<file path="config.mk">
export PLATFORM = sky130hd
export DESIGN_NAME = fractal_sync_tx
export DESIGN_NICKNAME = d
export VERILOG_FILES = /design/src/rtl/fractal_sync_pkg.sv /design/src/rtl/fractal_sync_rr_arb.sv /design/src/rtl/fractal_sync_tx.sv
export SDC_FILE = /design/constraint.sdc
export NUM_CORES = 1
export LEC_CHECK = 0
export BUFFER_PORTS_ARGS = -buffer_cell sky130_fd_sc_hd__buf_2
export CAP_MARGIN = 20
export CORE_ASPECT_RATIO = 1.1
export CORE_MARGIN = 2
export CORE_UTILIZATION = 35
export CTS_BUF_LIST = sky130_fd_sc_hd__clkbuf_2 sky130_fd_sc_hd__clkbuf_4 sky130_fd_sc_hd__clkbuf_8
export DETAILED_ROUTE_END_ITERATION = 8
export GPL_TIMING_DRIVEN = 0
export PLACE_DENSITY = 0.79
export SKIP_LAST_GASP = 1
export SLEW_MARGIN = 30
export SYNTH_ARGS = -nofsm -noshare
export SYNTH_HDL_FRONTEND = slang
export SYNTH_HIERARCHICAL = 1
export SYNTH_SLANG_ARGS = --single-unit
export TNS_END_PERCENT = 30
</file>
<file path="constraint.sdc">
create_clock -name clk_i -period 1.26 [get_ports clk_i]
set_input_delay 0.252 -clock clk_i [delete_from_list [all_inputs] [get_ports clk_i]]
set_output_delay 0.252 -clock clk_i [all_outputs]
set_load 0.05 [all_outputs]
</file>
<file path="src/rtl/fractal_sync_pkg.sv">
// Shared types for the fractal synchronization tree: request format and
// sizing helpers used by rx/tx stages and arbiters.
package fractal_sync_pkg;

   localparam int unsigned AGGR_W          = 3;
   localparam int unsigned ID_W            = 8;
   localparam int          N_PORTS_DEFAULT = 2;

   typedef struct packed {
      logic [AGGR_W-1:0] aggr;
      logic [ID_W-1:0]   id;
   } fsync_sig_t;

   typedef struct packed {
      logic       sync;
      fsync_sig_t sig;
   } fsync_req_t;

   // Index width for n ports; a single port still gets a 1-bit index.
   function automatic int idx_width(input int n);
      return (n > 1) ? $clog2(n) : 1;
   endfunction

endpackage

</file>
<file path="src/rtl/fractal_sync_rr_arb.sv">
// Round-robin arbiter: grants the first requester at or after ptr, then moves
// ptr just past the winner so every requester is served within N grants.
module fractal_sync_rr_arb
   import fractal_sync_pkg::*;
#(
   parameter  int N     = N_PORTS_DEFAULT,
   localparam int IDX_W = idx_width(N)
) (
   input  logic             clk_i,
   input  logic             rst_ni,
   input  logic [N-1:0]     req,
   input  logic             en,
   output logic [N-1:0]     gnt,
   output logic [IDX_W-1:0] gnt_idx
);

   logic [IDX_W-1:0] ptr;
   logic             found;

   // NOTE: every output gets a default before the loop so no path leaves a
   // value unassigned; that is what keeps this block free of latches.
   always_comb begin
      int             k;
      logic [IDX_W-1:0] k_idx;
      gnt     = '0;
      gnt_idx = '0;
      found   = 1'b0;
      k       = 0;
      k_idx   = '0;
      for (int i = 0; i < N; i++) begin
         k = int'(ptr) + i;
         if (k >= N) k = k - N;
         k_idx = IDX_W'(k);
         if (en && req[k_idx] && !found) begin
            gnt[k_idx] = 1'b1;
            gnt_idx    = k_idx;
            found      = 1'b1;
         end
      end
   end

   // NOTE: state registers use non-blocking assignments so every flop samples
   // the pre-edge values, independent of statement order.
   always_ff @(posedge clk_i or negedge rst_ni) begin
      if (!rst_ni) begin
         ptr <= '0;
      end else if (found) begin
         ptr <= (gnt_idx == IDX_W'(N - 1)) ? '0 : gnt_idx + 1'b1;
      end
   end

endmodule

</file>
<file path="src/rtl/fractal_sync_tx.sv">
// Pops one request per cycle from N_PORTS rx queues (round-robin) and forwards
// it to the parent level as a single-cycle sync pulse with its aggr/id fields.
module fractal_sync_tx #(
   parameter  type fsync_req_t = fractal_sync_pkg::fsync_req_t,
   parameter  int  N_PORTS     = fractal_sync_pkg::N_PORTS_DEFAULT,
   parameter  bit  COMB_OUT    = 1'b0,
   localparam int  IDX_W       = fractal_sync_pkg::idx_width(N_PORTS)
) (
   input  logic                         clk_i,
   input  logic                         rst_ni,
   input  logic                         en_i,
   input  logic       [N_PORTS-1:0]     empty_i,
   input  fsync_req_t [N_PORTS-1:0]     req_i,
   output logic       [N_PORTS-1:0]     pop_o,
   output fsync_req_t                   req_o,
   output logic       [IDX_W-1:0]       gnt_idx_o,
   output logic                         busy_o
);

   localparam int SIG_W = $bits(fsync_req_t) - 1;

   logic [N_PORTS-1:0] gnt;
   logic [IDX_W-1:0]   gnt_idx;
   logic               granted;
   logic [SIG_W-1:0]   sel_sig;
   logic [SIG_W-1:0]   sig_q;
   logic               sync_q;
   logic [IDX_W-1:0]   idx_q;

   fractal_sync_rr_arb #(
      .N (N_PORTS)
   ) u_arb (
      .clk_i   (clk_i),
      .rst_ni  (rst_ni),
      .req     (~empty_i),
      .en      (en_i),
      .gnt     (gnt),
      .gnt_idx (gnt_idx)
   );

   assign granted   = |gnt;
   assign pop_o     = gnt;
   assign busy_o    = ~&empty_i;
   assign gnt_idx_o = idx_q;

   // One-hot grant makes an AND-OR mux sufficient for the head selection.
   always_comb begin
      sel_sig = '0;
      for (int k = 0; k < N_PORTS; k++) begin
         if (gnt[k]) sel_sig = sel_sig | req_i[k].sig;
      end
   end

   always_ff @(posedge clk_i or negedge rst_ni) begin
      if (!rst_ni) begin
         sync_q <= 1'b0;
         sig_q  <= '0;
         idx_q  <= '0;
      end else begin
         sync_q <= granted;
         if (granted) begin
            sig_q <= sel_sig;
            idx_q <= gnt_idx;
         end
      end
   end

   // sig stays at the last forwarded value between pulses in both modes.
   always_comb begin
      req_o = '0;
      if (COMB_OUT) begin
         req_o.sync = granted;
         req_o.sig  = granted ? sel_sig : sig_q;
      end else begin
         req_o.sync = sync_q;
         req_o.sig  = sig_q;
      end
   end

endmodule

</file>
* Word level (Yosys, flattened, before mapping) *
Index checks and enable logic that the tools add are counted.

storage, ports and cells
  flip-flop bits (word level) = 14
  output and inout port bits = 16
  logic and storage cells = 45

cells by class
  add/subtract/negate cells = 4
  $lt $le $gt $ge = 6
  mux-type cells = 19
  bitwise operators = 3
  reduce and logical (&&, ||, !) cells = 9

operator list
  cell                                                                          number
  11-bit two-way mux                                                            2
  1-bit two-way mux                                                             13
  11-bit bitwise OR                                                             1
  1-bit logical AND                                                             5
  1-bit by 2-bit less-than comparator with 1-bit output, second input constant  2
  2-bit two-way mux                                                             2
  1-bit by 1-bit adder with 2-bit output, second input constant                 1
  1-bit demux with 1-bit select                                                 2
  1-bit >= comparator, second input constant                                    2
  1-bit by 2-bit >= comparator with 1-bit output, second input constant         1
  2-bit >= comparator, second input constant                                    1
  1-bit logical NOT                                                             2
  2-bit inverter                                                                1
  2-bit bitwise OR                                                              1
  2-bit AND reduction                                                           1
  2-bit OR reduction                                                            1
  1-bit subtractor, second input constant                                       2
  1-bit adder, second input constant                                            1

* Depth between registers and ports, before layout *
  depth in word-level cells = 12
  depth in mapped cells = 6

* Cells and area by module *
Netlist, hierarchy kept.

by module, submodules not included
  module               instances  cells an instance  area each (sq um)  sequential area each (sq um)
  fractal_sync_tx      1          45                 568.0              325.3
  fractal_sync_rr_arb  1          9                  66.3               25.0

* Worst setup path after synthesis *
OpenSTA, ideal clock, no wires.

  path type = reg2reg
  from = register (tool-made name)
  to = register sig_q[0]
  arrival = 1.831 ns
  path slack = -0.689 ns
  cell stages (with the launch flop) = 5
  cells stage by stage = dfrtp_1 -> a21oi_1 -> nor2_2 -> buf_4 -> a21o_1

RTL lines
  item                  line                   RTL
  to (signal assigned)  fractal_sync_tx.sv:62  sig_q <= sel_sig;
  to (decl)             fractal_sync_tx.sv:26  logic [SIG_W-1:0] sig_q;

==> impl_metrics.env <==
export IMPL_synth_top_family_by_area="compound AO/OA/AOI/OAI gates"
export IMPL_dp_slack_ns=-0.08802
export IMPL_period_minus_slack_ns=1.317
export IMPL_gp_congestion=0.6422
export IMPL_syn_inst=54
export IMPL_synth_most_common_cell="dfrtp_1"
export IMPL_cap_violations=0
export IMPL_synth_flop_cell="dfrtp_1"
export IMPL_p_leak_nw=0.5855
export IMPL_finalWorstSetupSlack_ns=-0.05739
export IMPL_synth_compound_area_frac=0.3294
export IMPL_finalCritPeriodShare=1.046
export IMPL_hold_start="req_i[14]"
export IMPL_overflow=0
export IMPL_finalClockSkew_ns=0.005777
export IMPL_grt_pass1_wl_um=2587
export IMPL_power_density_mw_per_mm2=1555
export IMPL_synthMuxAreaShare=0.01775
export IMPL_dp_hpwl_um=1089
export IMPL_whs_endpoint="sig_q[2]$_DFFE_PN0P_"
export IMPL_drive_gt1_frac=0.5728
export IMPL_r2r_end="sig_q[8]$_DFFE_PN0P_"
export IMPL_die_h_um=48.65
export IMPL_ios=45
export IMPL_synthXorXnorAreaFrac=0
export IMPL_p_sw_mw=0.6186
export IMPL_violations="setup timing"
export IMPL_nets=133
export IMPL_synth_async_reset_ratio=1.000
export IMPL_synth_top_area_cell="dfrtp_1"
export IMPL_worstSkewPairLatency_ns=0.27
export IMPL_setup_viol=13
export IMPL_crit_arrival_ns=1.48
export IMPL_rows=16
export IMPL_outcome="complete, but fails checks"
export IMPL_timing_hold_ws_ns=0.2637
export IMPL_fin_cells=121
export IMPL_synth_common_cells="dfrtp_1, a21o_1, a22o_1"
export IMPL_clk_path_buf_depth=2
export IMPL_yosys_area_share_simple=0.02761
export IMPL_clock_fmax_mhz=759.1
export IMPL_avgRoutedWirePerCell_um=11.68
export IMPL_cp_required_ns=1.43
export IMPL_grt_pass1_vias=630
export IMPL_start_util=0.3642
export IMPL_htree_num_levels=1
export IMPL_viasPerCell=5.025
export IMPL_dr_pass1_iters=4
export IMPL_synthToLayoutAreaGrowth_pct=55.42
export IMPL_worstMarginPinSlew_ns=0.2986
export IMPL_die_area_mm2=0.002169
export IMPL_clk_pin_slew_ns=0.08
export IMPL_die_w_um=44.59
export IMPL_holdPathStages=3
export IMPL_worst_setup_path_end_kind="register"
export IMPL_final_antenna_net_count=0
export IMPL_cts_root_buffer="clkbuf_4"
export IMPL_yosysTopAreaCellShare=0.5523
export IMPL_fin_area_um2=985.9
export IMPL_swShare=0.4036
export IMPL_synth_fa_ha_area_frac=0
export IMPL_drc=0
export IMPL_totalWireLength_um=1413
export IMPL_synth_seq_cells=14
export IMPL_synth_edff_count=0
export IMPL_critPathKind="register to register"
export IMPL_p_int_mw=0.9142
export IMPL_io_buffers=42
export IMPL_cts_sinks=14
export IMPL_drtIter0Drc=4
export IMPL_synth_area_um2=634.4
export IMPL_synthTopCellsByArea="dfrtp_1, a22o_1, a21o_1"
export IMPL_sequentialPowerShare=0.379
export IMPL_rsz0062_at_grt="yes"
export IMPL_placed_area_um2=903.4
export IMPL_grt_usage=0.1610
export IMPL_p_total_mw=1.533
export IMPL_synth_seq_area_share=0.5523
export IMPL_r2r_cells=6
export IMPL_fp_coreArea_mm2=0.001742
export IMPL_power_frac_clock=0.203
export IMPL_synth_distinct_cells=13
export IMPL_crit_fanout=10
export IMPL_hp_class="input port to register"
export IMPL_relSlewSlack=0.8009
export IMPL_grt_max_degree=15
export IMPL_cts_tree="done"
export IMPL_cp_start_kind="register"
export IMPL_n_antenna_cell=0
export IMPL_r2r_setup_slack_ns=-0.06
export IMPL_synth_nets=83
export IMPL_dp_cells=114
export IMPL_finalHoldViolations=0
export IMPL_cts_buffers=3
export IMPL_peakVddDrop_uv=603.8
export IMPL_antenna_found_initial=0
export IMPL_yosysWarnings=6
export IMPL_slew_viol_final=0
export IMPL_dr_total_vias=608
export IMPL_pwr_share_comb=0.418
export IMPL_avgSynthCellArea_um2=11.75
sequential cells by signal, summed over array words and instances, names as in the netlist, named ones only:
signal     flops
sync_q         1
gnt_idx_o      1
sig_q         11
per-layer routing:
layer | vias up | share of wire | GRT usage
li1 | 292 | - | -
met1 | 278 | 0.41 | 0.1714
met2 | 34 | 0.47 | 0.2778
met3 | 4 | 0.10 | 0.03731
met4 | 0 | 0.018 | 0.09091
met5 | - | 0 | 0
how the worst max path moves through the flow:
stage / startpoint / end / slack [ns] / cells after the start
after CTS: register / pop_o[0] / -0.07 / 2
after global routing: register / sig_q[1]$_DFFE_PN0P_ / -0.12 / 6
final: register / sig_q[8]$_DFFE_PN0P_ / -0.06 / 6
after floorplan: register / sig_q[0]$_DFFE_PN0P_ / -0.11 / 5
after detailed placement: empty_i[1] / pop_o[1] / -0.09 / 5
after global placement: empty_i[1] / pop_o[1] / -0.07 / 5
critical path, cell delays in order (launching register included):
cell     delay [ns]
dfrtp_2        0.45
inv_2          0.08
a21oi_4        0.05
buf_4          0.15
buf_8          0.13
a22o_1         0.19
a21o_1         0.15
cell families after synthesis:
logic type	Yosys count
compound gates	27
flops	14
buf+inv	8
simple gates	4
mux	1
power by group through the flow:
stage	logic (mW)	clock network (mW)	registers (mW)
floorplan	0.197	0	0.857
detailed placement	0.629	0	0.590
global placement	0.622	0	0.585
CTS	0.646	0.327	0.582
finish	0.641	0.311	0.581
global route	0.682	0.361	0.593
through the flow:
stage                     TNS, ns    util
final                     -0.6230  0.5661
after global routing       -1.421  0.5661
after CTS                 -0.7923  0.5639
after detailed placement  -0.5887  0.5187
after global placement    -0.2730  0.5187
after floorplan            -1.204       -
final cells by class:
type	instances	area [um2]
plain buffers	4	45.04
clock buffers	4	36.28
fillers	166	755.7
inverters	4	15.01
multi-input cells	32	267.8
flip-flops and latches	14	351.6
well taps	18	22.52
repair buffers	45	247.7
cells in the final DEF, fill, tap and decap left out, drive strengths merged:
cell / instances
inv: 4
nand2: 3
clkbuf: 4
o21ai: 1
mux2: 1
dfrtp: 14
nor2: 1
a22o: 11
a21o: 11
buf: 48
dlygate4sd3: 1
a21bo: 1
a21oi: 3
repair_timing:
action,in CTS,in global routing
setup buffers,2,0
resized for setup,6,1
hold endpoints to repair,14,0
pin swaps,2,0
setup endpoints to repair,7,14
hold buffers,1,0
Note: power is estimated with default switching activity, not from simulation.
